--- src/rtl/fsm5_initiator.sv ---
// FSM5 drive-side initiator: takes a hit/miss command, streams one search window
// to the searcher, then grades the searcher's DONE/flag response.
module fsm5_initiator #(
  parameter int          WINDOW    = 100,
  parameter logic [3:0]  PATTERN   = 4'b1011,
  parameter int          TIMEOUT   = 127,
  parameter logic [15:0] LFSR_SEED = 16'hACE1
) (
  input  logic       clk,
  input  logic       reset,
  input  logic       cmd_valid,
  output logic       cmd_ready,
  input  logic       cmd_hit,
  input  logic [6:0] cmd_pos,
  output logic       start,
  output logic [3:0] data,
  input  logic       avail,
  input  logic       done,
  input  logic [1:0] flag,
  output logic       res_valid,
  output logic [1:0] res_flag,
  output logic [7:0] res_latency,
  output logic       res_err
);

  localparam logic [7:0] WIN8 = 8'(WINDOW);
  localparam logic [7:0] TO8  = 8'(TIMEOUT);

  typedef enum logic [2:0] {
    IDLE, WAIT_AVAIL, START, RUN, DONE2, CHECK, REPORT
  } state_t;

  typedef struct packed {
    logic       hit;
    logic [6:0] pos;
  } cmd_t;

  state_t      state;
  cmd_t        cmd_q;
  logic [7:0]  cyc;
  logic [15:0] lfsr;
  logic        err_q;
  logic [1:0]  flag_q;
  logic [7:0]  lat_q;

  logic [6:0]  pos_clamp;
  logic [7:0]  exp_lat;
  logic [1:0]  exp_flag;
  logic [15:0] lfsr_nxt;
  logic        err_now;

  assign cmd_ready = (state == IDLE) & ~reset;

  always_comb begin
    if (cmd_pos == 7'd0)              pos_clamp = 7'd1;
    else if (cmd_pos > 7'(WINDOW))    pos_clamp = 7'(WINDOW);
    else                              pos_clamp = cmd_pos;
  end

  // Fibonacci taps 16,14,13,11
  assign lfsr_nxt = {lfsr[14:0], lfsr[15] ^ lfsr[13] ^ lfsr[12] ^ lfsr[10]};
  assign exp_lat  = cmd_q.hit ? ({1'b0, cmd_q.pos} + 8'd2) : (WIN8 + 8'd2);
  assign exp_flag = cmd_q.hit ? 2'b01 : 2'b00;

  // Filler never carries PATTERN, so a hit run has exactly one match.
  function automatic logic [3:0] beat(input logic hit, input logic [6:0] pos,
                                      input logic [7:0] k, input logic [3:0] rnd);
    if (hit && k == {1'b0, pos})  beat = PATTERN;
    else if (hit && k > {1'b0, pos}) beat = 4'd0;
    else if (rnd == PATTERN)      beat = 4'd0;
    else                          beat = rnd;
  endfunction

  always_comb begin
    err_now = 1'b0;
    case (state)
      START: err_now = done & avail;
      RUN: begin
        if (done) err_now = avail | (cyc != exp_lat) | (flag != exp_flag);
        else      err_now = avail | (cyc == TO8);
      end
      DONE2:   err_now = ~done | (flag != flag_q) | (done & avail);
      CHECK:   err_now = done | ~avail;
      default: err_now = 1'b0;
    endcase
  end

  always_ff @(posedge clk or posedge reset) begin
    if (reset) begin
      state       <= IDLE;
      cmd_q       <= '0;
      cyc         <= '0;
      lfsr        <= LFSR_SEED;
      err_q       <= 1'b0;
      flag_q      <= '0;
      lat_q       <= '0;
      start       <= 1'b0;
      data        <= '0;
      res_valid   <= 1'b0;
      res_flag    <= '0;
      res_latency <= '0;
      res_err     <= 1'b0;
    end else begin
      res_valid <= 1'b0;
      err_q     <= err_q | err_now;
      case (state)
        IDLE: begin
          if (cmd_valid) begin
            cmd_q <= '{hit: cmd_hit, pos: pos_clamp};
            err_q <= 1'b0;
            state <= WAIT_AVAIL;
          end
        end
        WAIT_AVAIL: begin
          if (avail) begin
            start <= 1'b1;
            cyc   <= '0;
            state <= START;
          end
        end
        START: begin
          start <= 1'b0;
          data  <= beat(cmd_q.hit, cmd_q.pos, 8'd1, lfsr[3:0]);
          cyc   <= 8'd1;
          state <= RUN;
        end
        RUN: begin
          lfsr <= lfsr_nxt;
          if (done) begin
            flag_q <= flag;
            lat_q  <= cyc;
            data   <= '0;
            state  <= DONE2;
          end else if (cyc == TO8) begin
            data        <= '0;
            res_valid   <= 1'b1;
            res_flag    <= 2'b00;
            res_latency <= TO8;
            res_err     <= 1'b1;
            state       <= REPORT;
          end else begin
            data <= (cyc < WIN8) ? beat(cmd_q.hit, cmd_q.pos, cyc + 8'd1, lfsr_nxt[3:0]) : 4'd0;
            cyc  <= cyc + 8'd1;
          end
        end
        DONE2: state <= CHECK;
        CHECK: begin
          res_valid   <= 1'b1;
          res_flag    <= flag_q;
          res_latency <= lat_q;
          res_err     <= err_q | err_now;
          state       <= REPORT;
        end
        REPORT:  state <= IDLE;
        default: state <= IDLE;
      endcase
    end
  end

endmodule

--- config.mk ---
export PLATFORM = sky130hd
export DESIGN_NAME = fsm5_initiator
export DESIGN_NICKNAME = d
export VERILOG_FILES = /design/src/rtl/fsm5_initiator.sv
export SDC_FILE = /design/constraint.sdc
export NUM_CORES = 1
export LEC_CHECK = 0
export ABC_AREA = 1
export CORE_ASPECT_RATIO = 0.5
export CORE_MARGIN = 4
export CORE_UTILIZATION = 57
export CTS_CLUSTER_SIZE = 8
export DETAILED_ROUTE_END_ITERATION = 12
export PLACE_DENSITY_LB_ADDON = 0.12
export SYNTH_ARGS = -nofsm -noshare
export SYNTH_HDL_FRONTEND = slang
export SYNTH_SLANG_ARGS = --single-unit
--- constraint.sdc ---
create_clock -name clk -period 2.8 [get_ports clk]
set_input_delay 0.28 -clock clk [delete_from_list [all_inputs] [get_ports clk]]
set_output_delay 0.28 -clock clk [all_outputs]
set_load 0.03 [all_outputs]
==> summary.md <==
| Metric | Value |
|---|---|
| Status | `completed` |
| Iter 0 DRT Violations | `327` |
| Post-CTS Setup Bufs | `0` |
| RSZ-0062 raised after global routing | `false` |
| Sinks on Clock Net | `63` |
| Total CTS buffers | `9` |
| First-pass GRT wire length | `13900 microns` |
| Placer congestion estimate | `0.900` |
| Leakage | `0.00207 uW` |
| Pre-CTS WS | `0.318 ns` |
| Hold Path Class | `flip-flop to flip-flop` |
| Worst Path Max Fanout | `4` |
| Worst-Skew Late Latency | `0.33 ns` |
| CP required | `3.04 ns` |
| Most frequent CP cell | `nand2_1` |
| Core Region | `5680 sq um` |
| Post-Syn Area | `3460 sq um` |
| Final TNS setup | `0 ns` |
| Area Growth Syn to Fin | `22.3%` |
| Drt first pass iters | `6` |
| Synth Register Bits | `63` |
| Seq/Total Area, Yosys | `45.8%` |
| Post-route total power | `4510 uW` |
| Gr usage total | `23.9%` |
| Max VDD drop | `0.751 mV` |
| Combinational Power Share | `40.9%` |
| # diodes | `0` |
| Die area | `7460 sq um` |
| Largest net degree at the start of global routing | `64` |
| Vias per std cell | `5.47` |
| Num rows | `19` |
| Fin crit share | `90.1%` |
| Die Height | `63.1 microns` |
| GR Overflow Total | `0` |
| Initial antenna violation count | `0` |
| Worst Skew | `0.00826 ns` |
| Sw frac | `39.5%` |
| Final Max Tran Viols | `0` |
| Share of layout cells above drive strength 1 | `9.64%` |
| DP HPWL | `5840 microns` |
| Crit path max-delay cell type | `dfrtp_1` |
| Yosys warning total | `0` |
| PnR worst setup slack | `0.278 ns` |
| Cells after synthesis | `453` |
| DR vias | `3121` |
| Clk buf depth | `2` |
| Mapped Nets | `478` |
| Largest delay share family, worst path | `simple AND/OR/NAND/NOR gates` |
| Tmin final | `2.52 ns` |
| Cts repair resizes | `0` |
| Cell variety after synth | `36` |
| Critical path cell sequence | `ha_1, nand2_1, nor2_1, inv_1, nor3_2, xor2_1, ha_1, and3_1, nand3_1, nand3_1, nand3_1, nand2_1, nand2_1, nand2_1, a21oi_1` |
| Antenna-violating nets left | `0` |
| Hold Buf Count CTS | `0` |
| Core occupancy in the finished layout | `74.5%` |
| Bufs and invs on worst path | `1` |
| Top-Level Pins | `33` |
| Psw | `1780 uW` |
| Seq pwr share | `30.6%` |
| Clk slew on worst S/H paths | `0.06 ns` |
| Power density cells | `1060 nW/um^2` |
| Setup crit end kind | `flip-flop` |
| Vias in the first global route | `2833` |
| Fin. Hold Viols | `0` |
| Clock Power Share | `28.5%` |
| H-Tree Depth | `3` |
| Slew headroom | `48.9%` |
| IO Port Bufs | `32` |
| DRT Wirelength | `8320 microns` |
| Avg Inst Size Synth | `7.64 sq um` |
| Nets | `518` |
| Arrival time worst endpoint | `2.76 ns` |
| CTS tree | `yes` |
| Max-Cap Viols | `0` |
| Internal | `2730 uW` |
| Crit path largest cell delay | `0.40 ns` |
| Die X | `118 microns` |
| CP Class | `flip-flop to flip-flop` |
| Per-cell routed wire length | `14.6 microns` |
| Starting density of the core | `60.9%` |
| Peak Freq | `397 MHz` |
| DR DRC count | `0` |
| Final setup fails | `0` |
| Slew @ Worst Pin | `0.766 ns` |
| Setup crit start kind | `flip-flop` |
| Root Driver | `clkbuf_16` |
cell families (layout without fill, tap and decap cells):
logic type | Yosys count | in the layout | share of synthesized area (%)
xor gates and xnor gates | 6 | 6 | 1.52
and+or+nand+nor | 219 | 219 | 28.2
buffers and inverters | 76 | 121 | 8.50
DFF | 63 | 63 | 45.8
AOI/OAI and AO/OA | 79 | 79 | 12.3
adders and majority gates | 10 | 10 | 3.62
metrics by stage:
stage	area, sq um	cells	hold slack, ns
2_1_floorplan	3460	453	0.397
3_3_place_gp	3880	555	0.454
3_5_place_dp	3880	555	0.455
4_1_cts	4220	571	0.467
5_1_grt	4230	571	0.491
6_report	4230	571	0.466
cell usage after synthesis:
library cell / n / share of area [%]
nor3_1: 8 / 1.2
and3_1: 1 / 0.18
clkbuf_2: 1 / 0.14
nor4_1: 1 / 0.18
clkbuf_1: 4 / 0.43
o21ai_0: 37 / 5.4
nor3_2: 1 / 0.29
o22ai_1: 4 / 0.72
o31ai_1: 1 / 0.22
xor2_1: 4 / 1.0
inv_1: 63 / 6.8
dfstp_2: 8 / 6.1
dfrtp_1: 55 / 40
nand2_4: 1 / 0.33
buf_1: 1 / 0.11
o22a_1: 1 / 0.25
nand3_1: 25 / 3.6
buf_2: 2 / 0.29
nor2_4: 1 / 0.33
a21oi_2: 2 / 0.51
a21oi_1: 27 / 3.9
nor2_1: 38 / 4.1
o211ai_1: 1 / 0.22
nand4_1: 10 / 1.8
a22oi_1: 1 / 0.22
nor2_8: 2 / 1.2
nor2_2: 2 / 0.36
nor4_4: 1 / 0.61
or2_2: 2 / 0.36
a31oi_1: 5 / 0.90
inv_4: 2 / 0.36
xnor2_1: 2 / 0.51
nand2_1: 125 / 14
nor2b_1: 1 / 0.18
inv_2: 3 / 0.33
ha_1: 10 / 3.6
state kept, by name, indices dropped and copies added, names as in the netlist:
register and cells:
flag_q 2, cyc 8, res_flag 2, lat_q 8, data 4, start 1
res_valid 1, err_q 1, res_err 1, cmd_q 8, state 3, lfsr 16
res_latency 8
final cells by class:
cell class,instances,area [sq um]
multi-input cells,314,1590
flip-flops and latches,63,1590
fillers,424,1450
repair buffers,37,358
inverters,68,260
clock buffers,10,239
clock inverters,6,108
well taps,73,91.3
layer usage:
layer	track usage [%]	wire [microns]	up-vias
li1	-	-	1543
met1	33.5	3960	1436
met2	36.0	3550	124
met3	7.42	688	18
met4	6.57	117	0
met5	0	0	-
placed cells by master (no fill, tap or decap), types with 2 or more instances in the layout:
| master | n |
|---|---|
| o22ai_1 | 4 |
| inv_1 | 62 |
| inv_2 | 4 |
| xnor2_1 | 2 |
| buf_4 | 5 |
| a21oi_1 | 27 |
| a21oi_2 | 2 |
| or2_2 | 2 |
| nand3_1 | 25 |
| nand4_1 | 10 |
| clkdlybuf4s50_1 | 32 |
| nor2_2 | 2 |
| dfstp_2 | 8 |
| clkbuf_16 | 9 |
| nand2_1 | 125 |
| inv_4 | 2 |
| nor3_1 | 7 |
| xor2_1 | 4 |
| bufinv_16 | 3 |
| dfrtp_1 | 55 |
| nor2_8 | 2 |
| a31oi_1 | 5 |
| ha_1 | 10 |
| clkinv_2 | 2 |
| nor2_1 | 38 |
| o21ai_0 | 37 |
power by group through the flow:
stage,Clock [uW],Combinational [uW],Sequential (uW)
after floorplan,0,1030,1570
after global placement,0,1790,1380
after detailed placement,0,1810,1390
after CTS,1300,1830,1380
after global routing,1350,2040,1420
final,1280,1840,1380
final timing paths:
kind	startpoint	endpoint	slack (ns)	depth (start not counted)
min in group asynchronous	reset	state[0]	0.52	3
setup reg to reg	cyc[0]	data[1]	0.28	15
max in group asynchronous	reset	cmd_q[2]	1.78	3
hold / removal	lfsr[5]	lfsr[5]	0.47	2
setup / recovery	cyc[0]	data[1]	0.28	15
hold reg to reg	lfsr[5]	lfsr[5]	0.47	2
tightest hold or removal path: stages (launching register included):
cell     delay (ns)
dfstp_2        0.37
nand2_1        0.05
nand2_1        0.05
(Power assumes the default switching activity.)
